## config.mk

```make
export PLATFORM = sky130hd
export DESIGN_NAME = matrix_framebuf
export DESIGN_NICKNAME = d
export VERILOG_FILES = /design/src/rtl/matrix_framebuf.sv
export SDC_FILE = /design/constraint.sdc
export NUM_CORES = 1
export LEC_CHECK = 0
export CAP_MARGIN = 25
export CORE_MARGIN = 1.5
export CORE_UTILIZATION = 40
export DETAILED_ROUTE_END_ITERATION = 16
export SETUP_SLACK_MARGIN = 0.2
export SYNTH_ARGS = -nofsm -noshare
export SYNTH_HDL_FRONTEND = slang
export SYNTH_SLANG_ARGS = --single-unit
```

## constraint.sdc

```tcl
create_clock -name CLK -period 12.7 [get_ports CLK]
set_input_delay 3.81 -clock CLK [delete_from_list [all_inputs] [get_ports CLK]]
set_output_delay 3.81 -clock CLK [all_outputs]
set_load 0.05 [all_outputs]
```

## src/rtl/matrix_framebuf.sv

```systemverilog
// Double-buffered 8x8 frame store feeding the LED matrix scan driver; swaps happen only on a frame boundary.
// Define FB_READBACK_EN to build the register read path; without it DOUT is tied to 8'h00 and RE is ignored.
module matrix_framebuf #(
  parameter logic [63:0] INIT_PATTERN = 64'h0,
  parameter logic        OE_RESET     = 1'b0
) (
  input  logic        CLK,
  input  logic        RST,
  input  logic [3:0]  ADDR,
  input  logic [7:0]  DIN,
  input  logic        WE,
  input  logic        RE,
  output logic [7:0]  DOUT,
  output logic [63:0] DATA,
  output logic        OE,
  output logic        PEND
);

  logic [63:0] front_r;
  logic [63:0] back_r;
  logic [63:0] back_next_s;
  logic        oe_r;
  logic        pend_r;
  logic        clr_r;
  logic [2:0]  phase_r;
  logic        swap_s;
  logic        ctrl_wr_s;
  logic        row_wr_s;
  logic        pend_next_s;
  logic        clr_next_s;
  logic        oe_next_s;
  logic [2:0]  phase_next_s;
  logic [63:0] front_next_s;

  // Swap decision and next-state for the buffers and control bits.
  always_comb begin
    swap_s       = pend_r && ((phase_r == 3'd7) || !oe_r);
    ctrl_wr_s    = WE && (ADDR == 4'd8);
    row_wr_s     = WE && !ADDR[3];
    back_next_s  = back_r;
    front_next_s = swap_s ? back_r : front_r;
    // A row written on the swap edge keeps DIN even when the clear is armed.
    for (int r = 0; r < 8; r++) begin
      if (row_wr_s && (ADDR[2:0] == 3'(r))) begin
        back_next_s[8*r +: 8] = DIN;
      end else if (swap_s && clr_r) begin
        back_next_s[8*r +: 8] = 8'h00;
      end else begin
        back_next_s[8*r +: 8] = back_r[8*r +: 8];
      end
    end
    // A new swap request beats the clear of the one being serviced.
    if (ctrl_wr_s && DIN[1]) begin
      pend_next_s = 1'b1;
    end else if (swap_s) begin
      pend_next_s = 1'b0;
    end else begin
      pend_next_s = pend_r;
    end
    if (ctrl_wr_s) begin
      clr_next_s = DIN[2];
    end else if (swap_s) begin
      clr_next_s = 1'b0;
    end else begin
      clr_next_s = clr_r;
    end
    oe_next_s    = ctrl_wr_s ? DIN[0] : oe_r;
    phase_next_s = oe_r ? (phase_r + 3'd1) : 3'd0;
  end

  // Frame buffers, control bits and the row-phase mirror of the driver.
  always_ff @(posedge CLK or posedge RST) begin
    if (RST) begin
      front_r <= INIT_PATTERN;
      back_r  <= INIT_PATTERN;
      oe_r    <= OE_RESET;
      pend_r  <= 1'b0;
      clr_r   <= 1'b0;
      phase_r <= 3'd0;
    end else begin
      front_r <= front_next_s;
      back_r  <= back_next_s;
      oe_r    <= oe_next_s;
      pend_r  <= pend_next_s;
      clr_r   <= clr_next_s;
      phase_r <= phase_next_s;
    end
  end

  assign DATA = front_r;
  assign OE   = oe_r;
  assign PEND = pend_r;

`ifdef FB_READBACK_EN
  logic [7:0] rd_data_s;
  logic [7:0] dout_r;

  // Register read mux; sees pre-write state so a same-cycle write is not reflected.
  always_comb begin
    rd_data_s = 8'h00;
    if (!ADDR[3]) begin
      rd_data_s = back_r[{ADDR[2:0], 3'b000} +: 8];
    end else begin
      case (ADDR[2:0])
        3'd0:    rd_data_s = {5'b00000, clr_r, pend_r, oe_r};
        3'd1:    rd_data_s = {1'b0, phase_r, 3'b000, pend_r};
        default: rd_data_s = 8'h00;
      endcase
    end
  end

  // Read data register, held between reads.
  always_ff @(posedge CLK or posedge RST) begin
    if (RST) begin
      dout_r <= 8'h00;
    end else if (RE) begin
      dout_r <= rd_data_s;
    end else begin
      dout_r <= dout_r;
    end
  end

  assign DOUT = dout_r;
`else
  logic unused_re_s;
  assign unused_re_s = RE;
  assign DOUT        = 8'h00;
`endif

endmodule

```

* Word-level counts from Yosys, hierarchy flattened
Cells that the tools add are included.
** Storage, ports and cells
- Output and inout port bits :: 74
- Bits of input ports :: 16
- Register bits :: 134
- Logic and storage cells :: 63
** Cells by class
- Multiplexer cells :: 13
- Reduce and logical (&&, ||, !) cells :: 27
- Equal/unequal tests :: 9
- Add/subtract/negate cells :: 1
** Operators by type and width (count)
- two-way mux 8 bit :: 9
- nonzero test 2 bit :: 10
- == test 3 bit, second input constant :: 5
- logical AND 1 bit :: 13
- == test 3 x 2 -> 1 bit, second input constant :: 2
- == test 4 bit, second input constant :: 1
- adder 3 x 1 -> 3 bit, second input constant :: 1
- == test 3 x 1 -> 1 bit, second input constant :: 1
- zero test 3 bit :: 1
- two-way mux 1 bit :: 3
- two-way mux 3 bit :: 1
- zero test 1 bit :: 2
- logical OR 1 bit :: 1

* Logic depth before layout (Yosys ltp)
Gate-level depths: netlist of the first run.
- Depth in word-level cells :: 6
- Mapped depth :: 6
- Depth with buffers taken out :: 5

* Worst setup path before layout of the first run
No wires, ideal clock.
- Kind :: input -> register
- From :: input ADDR[1]
- To :: register oe_r (netlist: OE)
- Required time :: 12.575 ns
- Library setup time :: 0.125 ns
- Arrival :: 4.598 ns
- Stages on the path :: 3
- Setup slack :: 7.978 ns
- Buffers on the path :: 0
- Path through :: nor2_2 and4b_1 mux2_2
** On the way
- Word-level cells in the longest chain between the ends :: 2
** Ends and longest elaborated chain
- from (decl) :: RTL line 9 : input logic [3:0] ADDR,
- == test 4 bit :: RTL line 38 : ctrl_wr_s = WE && (ADDR == 4'd8);
- logical AND 1 bit :: RTL line 38
- to (signal assigned) :: RTL line 83 : oe_r <= oe_next_s;
- to (decl) :: RTL line 22 : logic oe_r;
Every way passes these cells.
A chain may end at the register's enable or synchronous reset.

* Worst setup path in the final report of the first run
- From :: input ADDR[2]
- To :: register back_r[52]
** On the way
- Word-level cells in the longest chain between the ends :: 3
- Elaborated cells between the ends (all ways) :: 4
- Those cells by class :: eq/ne: 1; mux: 1; reduce/logical: 2
** Ends and longest elaborated chain
- == test 3 bit (*) :: RTL line 44 : if (row_wr_s && (ADDR[2:0] == 3'(r))) begin
- logical AND 1 bit (*) :: RTL line 44
- two-way mux 8 bit / nonzero test 2 bit (equally long branches)
- to (signal assigned) :: RTL line 82 : back_r <= back_next_s;
- to (decl) :: RTL line 20 : logic [63:0] back_r;
Mark *: on every way between the ends. The rest lies on a longest branch, timed or not.

==> results.yml, run 1 <==
route:
  ant_nets: 0
  route.detailed.drc: 0
  totalWireLength_um: 11870
  route.vias.total: 3471
  first_iter_violations: 265
  vias_per_cell: 5.315
  drtPass1Iterations: 4
  route.detailed.wl_per_inst_um: 18.18
clock_network:
  worst_setup_hold_path_clk_slew_ns: 0.05
  cts_setup_buffers: 0
  clock_sinks: 134
  tritoncts_clock_tree: "done"
  post_cts_resized: 0
  cts.hold.buffers_added: 0
  htreeDepth: 4
  cts.path.max_buffers: 2
  cts-buffers-inserted: 17
  clkLatencyLatePin_ns: 0.41
  root_buffer: "clkbuf_16"
die:
  fp-row-count: 42
  die_height_um: 120.2
  initial_util_pct: 41.29
  fp.coreArea_um2: 13300
  design.portCount: 90
  chipWidth_um: 120.2
  die_area_um2: 14440
placement:
  placedInstanceArea_um2: 6332
  rd_place_congestion: 0.7261
  placement.io_buffers: 80
  post-dp-hpwl_um: 7316
  place_inst: 623
run_status:
  result_of_the_run: "finished, final reports clean"
timing:
  timing.final.setup_violations: 0
  timing.clock.skew_ns: 0.005677
  rsz_0062_raised_after_global_routing: "no"
  share_of_the_clock_period_used_by_the_worst_path_after_layout_pct: 44.96
  max_slew_headroom_pct: 30.83
  max_slew.worst_pin.slew_ns: 1.037
  fin_crit_ns: 5.709
  achievable-frequency_mhz: 175.1
  finalHoldViolCount: 0
  finalHoldWorstSlack_ns: 0.4421
  timing_max_transition_violations_final: 0
  final.setup.tns_ns: 0
final_layout:
  num-nets-final: 484
  layout-area-overhead-vs-synth_pct: 25.59
  layout.cell_area.non_filler_um2: 6895
  final_cell_count_no_fill: 653
  fin_util_pct: 51.86
  insertedDiodeCount: 0
  layout_cell_share_with_drive_strength_beyond_1_pct: 26.42
  fillCellCount: 1173
synthesis:
  ys_warn_count: 0
  top_count_cell_post_synth: "dfrtp_1"
  yosys-top-cells-area: "dfrtp_1 61%, mux2_2 14%, and3_1 7.3%"
  async_flop_share_pct: 100.0
  dominantRegCellSynth: "dfrtp_1"
  synth.largest_area_cell: "dfrtp_1"
  post_synth.cell_area_avg_um2: 14.15
  ys_seq_elements: 134
  syn_inst_count: 388
  yosys-top-cells-count: "134 x dfrtp_1, 66 x mux2_2, 64 x and3_1"
  synth_largest_type_area_fraction_pct: 61.08
  fraction_of_the_yosys_area_taken_by_sequential_cells_pct: 61.08
  post_synth_num_cell_types: 27
  synth.cell_area_um2: 5490
  number_of_enable_flip_flop_cells_after_synthesis: 0
setup_path:
  timing.critical_path.slowest_stage_cell: "and3b_1"
  crit_fanout: 36
  critical_path_sink_type: "flip-flop"
  path_class: "primary input to flip-flop"
  crit_path_cell_trace: "clkdlybuf4s50_1, and3b_1, nand2_1, a31o_1"
  crit_arrival_ns: 6.01
  setup.worst_path.start_class: "primary input"
  slowest_delay_ns: 0.87
  critical-path-top-delay-family: "simple AND/OR/NAND/NOR gates"
  critical_path.n_buffers_inverters: 1
  timing.critical_path.required_ns: 13.00
power_and_ir_drop:
  power.density_nw_per_um2: 213.0
  p_leak_nw: 3.390
  power.ir.vdd_worst_uv: 161.8
global_routing:
  gr-usage-all-layers_pct: 17.45
  grt_pass1_vias: 3519
  grt_overflow: 0
  antenna_violations_before_repair: 0
  grt_pass1_wl_um: 19200
  pin_count_of_the_biggest_net_entering_global_routing: 71
worst_hold_path:
  hp-class: "flip-flop to flip-flop"
run:
  cap_violations: 0
==> report_power, final <==
group	internal, mW	switching [mW]
Combinational	0.164	0.257
Sequential	0.530	0.0586
Clock	0.298	0.162
==> state kept, by name (all words and copies together), names as in the netlist <==
register / count
DATA: 64
back_r: 64
phase_r: 3
OE: 1
PEND: 1
clr_r: 1
==> layer usage <==
metal  vias up  track usage (%)  part of all wire [%]
met3        20            5.038                   6.4
met4         0            5.878                   1.9
met5         -                0                     0
met1      1776            24.65                    45
li1       1576                -                     -
met2        99            25.82                    47
==> kinds of logic after synthesis <==
logic type / after synthesis / synth area share [%]
other cells: 1 / 0.06830
compound gates: 66 / 10.53
simple gates: 85 / 9.868
fa+ha+maj: 2 / 0.4557
mux: 66 / 13.54
buf+inv: 34 / 4.467
flops: 134 / 61.08
==> path summary, 6_finish.rpt <==
check	cells after the start	start	slack, ns	to
max reg2reg	6	phase_r[0]	10.26	DATA[13]
max	4	ADDR[2]	6.99	back_r[52]
min reg2reg	1	phase_r[0]	0.44	phase_r[0]
min	1	phase_r[0]	0.44	phase_r[0]
min in group asynchronous	2	RST	3.91	back_r[1]
max in group asynchronous	3	RST	7.38	phase_r[0]
==> worst reg2reg max path, stage by stage, from the launching register on <==
cell and delay (ns):
dfrtp_1 0.38, ha_1 0.20, ha_1 0.17, nand2b_2 0.21
nand2_2 0.28, buf_4 0.63, mux2_2 0.45
==> cell usage in the layout, fill, tap and decap left out <==
| cell | Yosys | routed |
|---|---|---|
| a2bb2o_1 | 1 | 1 |
| clkbuf_8 | 0 | 6 |
| inv_4 | 0 | 1 |
| mux2_2 | 66 | 66 |
| and2_1 | 3 | 3 |
| clkbuf_16 | 0 | 17 |
| ha_1 | 2 | 2 |
| nor2_2 | 1 | 1 |
| and3b_1 | 1 | 1 |
| a31o_1 | 41 | 41 |
| dfrtp_1 | 134 | 134 |
| nand2_1 | 8 | 8 |
| and2b_1 | 1 | 1 |
| buf_4 | 8 | 4 |
| a21boi_0 | 1 | 1 |
| clkinv_2 | 0 | 2 |
| and2b_4 | 1 | 1 |
| nand2_2 | 1 | 1 |
| inv_1 | 2 | 1 |
| clkbuf_1 | 4 | 4 |
| a31o_2 | 23 | 23 |
| and4b_1 | 1 | 1 |
| and3_1 | 64 | 64 |
| nand2b_2 | 1 | 1 |
| nor2b_1 | 1 | 1 |
| bufinv_16 | 0 | 1 |
| nand3_2 | 1 | 1 |
| clkdlybuf4s50_1 | 0 | 80 |
| conb_1 | 1 | 8 |
| nor3b_4 | 1 | 1 |
==> per-stage QoR <==
step	total power, mW	setup slack [ns]
2_1_floorplan	0.8733	5.307
3_3_place_gp	1.010	6.678
3_5_place_dp	1.020	6.612
4_1_cts	1.484	7.034
5_1_grt	1.531	6.823
6_report	1.469	6.991
==> cell type report <==
type	count	area (µm²)	area share, %
tap	176	220.2	3.194
multi-input combinational	227	1918	27.82
clock inverter	3	40.04	0.5807
timing repair buffer	84	830.8	12.05
sequential	134	3353	48.63
inverter	2	10.01	0.1452
clock buffer	27	523.0	7.585
Power figures use the tool's default switching activity.
==> run 2: changes to the inputs <==
clock period = 5.56 ns   (was 12.7 ns; I/O delays follow)
==> run 2 against run 1 <==
Net effect: worst setup slack got worse by 5.0 ns; largest power group unchanged; core utilization is essentially flat; register-to-register slack lost 7.1 ns; via count decreased by 0.95%; critical endpoint is now back_r[18]; global-route usage shrank 0.070 points; final cell count up 0.31%; combinational power is 130% higher; wire length decreased by 2.3%.
==> results.yml, run 2 (same netlist as run 1, synthesis figures left out) <==
run_status:
  result_of_the_run: "finished, final reports clean"
timing:
  timing_max_transition_violations_final: 0
  finalHoldViolCount: 0
  final.setup.tns_ns: 0
  finalHoldWorstSlack_ns: 0.4416
  timing.clock.skew_ns: 0.003459
  fin_crit_ns: 3.539
  rsz_0062_raised_after_global_routing: "no"
  max_slew_headroom_pct: 26.81
  share_of_the_clock_period_used_by_the_worst_path_after_layout_pct: 63.66
  achievable-frequency_mhz: 282.5
  max_slew.worst_pin.slew_ns: 1.097
  timing.final.setup_violations: 0
global_routing:
  grt_pass1_wl_um: 18930
  gr-usage-all-layers_pct: 17.38
  grt_overflow: 0
  grt_pass1_vias: 3445
  antenna_violations_before_repair: 0
  pin_count_of_the_biggest_net_entering_global_routing: 72
route:
  vias_per_cell: 5.249
  route.detailed.drc: 0
  totalWireLength_um: 11590
  route.detailed.wl_per_inst_um: 17.70
  first_iter_violations: 222
  route.vias.total: 3438
  ant_nets: 0
  drtPass1Iterations: 4
die:
  fp-row-count: 42
  chipWidth_um: 120.2
  fp.coreArea_um2: 13300
  design.portCount: 90
  initial_util_pct: 41.29
  die_area_um2: 14440
  die_height_um: 120.2
placement:
  rd_place_congestion: 0.7413
  place_inst: 623
  placement.io_buffers: 80
  post-dp-hpwl_um: 7191
final_layout:
  layout-area-overhead-vs-synth_pct: 25.66
  layout_commonest_cell: "dfrtp_1"
  num-nets-final: 484
  final_cell_mix: "134 x dfrtp_1, 80 x clkdlybuf4s50_1, 66 x mux2_2"
  insertedDiodeCount: 0
  final_cell_count_no_fill: 655
  layout_cell_share_with_drive_strength_beyond_1_pct: 26.30
  fin_util_pct: 51.89
power_and_ir_drop:
  power.ir.vdd_worst_uv: 296.1
  p_sw_share_pct: 32.69
  total_switching_power_mw: 1.087
  p_int_mw: 2.237
  power_frac_comb_pct: 28.9
  clockPowerShare_pct: 30.8
  power.density_nw_per_um2: 481.7
  p_leak_nw: 3.390
  seq_power_share_pct: 40.3
clock_network:
  cts.hold.buffers_added: 0
  clock_sinks: 134
  root_buffer: "clkbuf_16"
  clkLatencyLatePin_ns: 0.41
  cts.path.max_buffers: 2
  worst_setup_hold_path_clk_slew_ns: 0.05
  htreeDepth: 4
  cts_setup_buffers: 0
  cts-buffers-inserted: 17
  tritoncts_clock_tree: "done"
  post_cts_resized: 0
setup_path:
  path_class: "primary input to flip-flop"
  timing.critical_path.slowest_stage_cell: "nor3b_4"
  setup.worst_path.start_class: "primary input"
  critical_path_sink_type: "flip-flop"
  crit_path_cell_trace: "clkdlybuf4s50_1, nor3b_4, nand2_1, a31o_2"
  slowest_delay_ns: 0.90
  crit_arrival_ns: 3.83
  timing.critical_path.required_ns: 5.85
  crit_fanout: 36
run:
  cap_violations: 0
worst_hold_path:
  hp-class: "flip-flop to flip-flop"
[run 2: changes by cell type in the layout (fill, tap and decap cells not counted)]
cell	previous run	this run
clkbuf_1	4	6
buf_12	0	1
buf_4	4	3
bufinv_16	1	0
clkbuf_8	6	7
[run 2: worst paths after layout]
check,start,endpoint,slack (ns),cells after the start
worst max register to register,phase_r[0],DATA[36],3.12,6
worst max-delay path,WE,back_r[18],2.02,4
worst min-delay path,phase_r[0],phase_r[0],0.44,1
worst min register to register,phase_r[0],phase_r[0],0.44,1
max in group asynchronous,RST,back_r[20],2.89,3
min in group asynchronous,RST,DATA[35],1.82,2
[run 2: routing by layer]
layer	track usage (%)	vias up	share of wire, %
li1	-	1585	-
met1	24.00	1743	45
met2	25.32	97	47
met3	6.416	13	6.5
met4	5.804	0	1.1
met5	0	-	0
[run 2: area by class of cell]
type | count | area (µm²)
Timing Repair Buffer | 84 | 843.3
Tap cell | 176 | 220.2
Multi-Input combinational cell | 227 | 1918
Inverter | 2 | 10.01
Fill cell | 1153 | 6396
Clock buffer | 30 | 544.3
Sequential cell | 134 | 3353
Clock inverter | 2 | 10.01
[run 2: power by group through the flow]
stage | logic (mW) | clock network (mW) | registers [mW]
after global placement | 0.956 | 0 | 1.35
after floorplan | 0.262 | 0 | 1.73
after CTS | 0.970 | 1.05 | 1.35
after detailed placement | 0.966 | 0 | 1.36
after global routing | 1.01 | 1.10 | 1.37
final | 0.959 | 1.02 | 1.34
[run 2: critical path, delay by kind of cell]
| family | cells | cell delay, ns |
|---|---|---|
| AND/OR/NAND/NOR | 2 | 1.32 |
| buffers and inverters | 1 | 0.49 |
| AO/OA/AOI/OAI | 1 | 0.35 |
[run 2: stage by stage]
step	setup WS (ns)	total power, mW	area, µm²
floorplan	0.3092	1.995	5517
CTS	2.068	3.363	6899
global route	1.880	3.474	6899
detailed placement	1.635	2.327	6345
finish	2.021	3.323	6899
global placement	1.680	2.308	6345
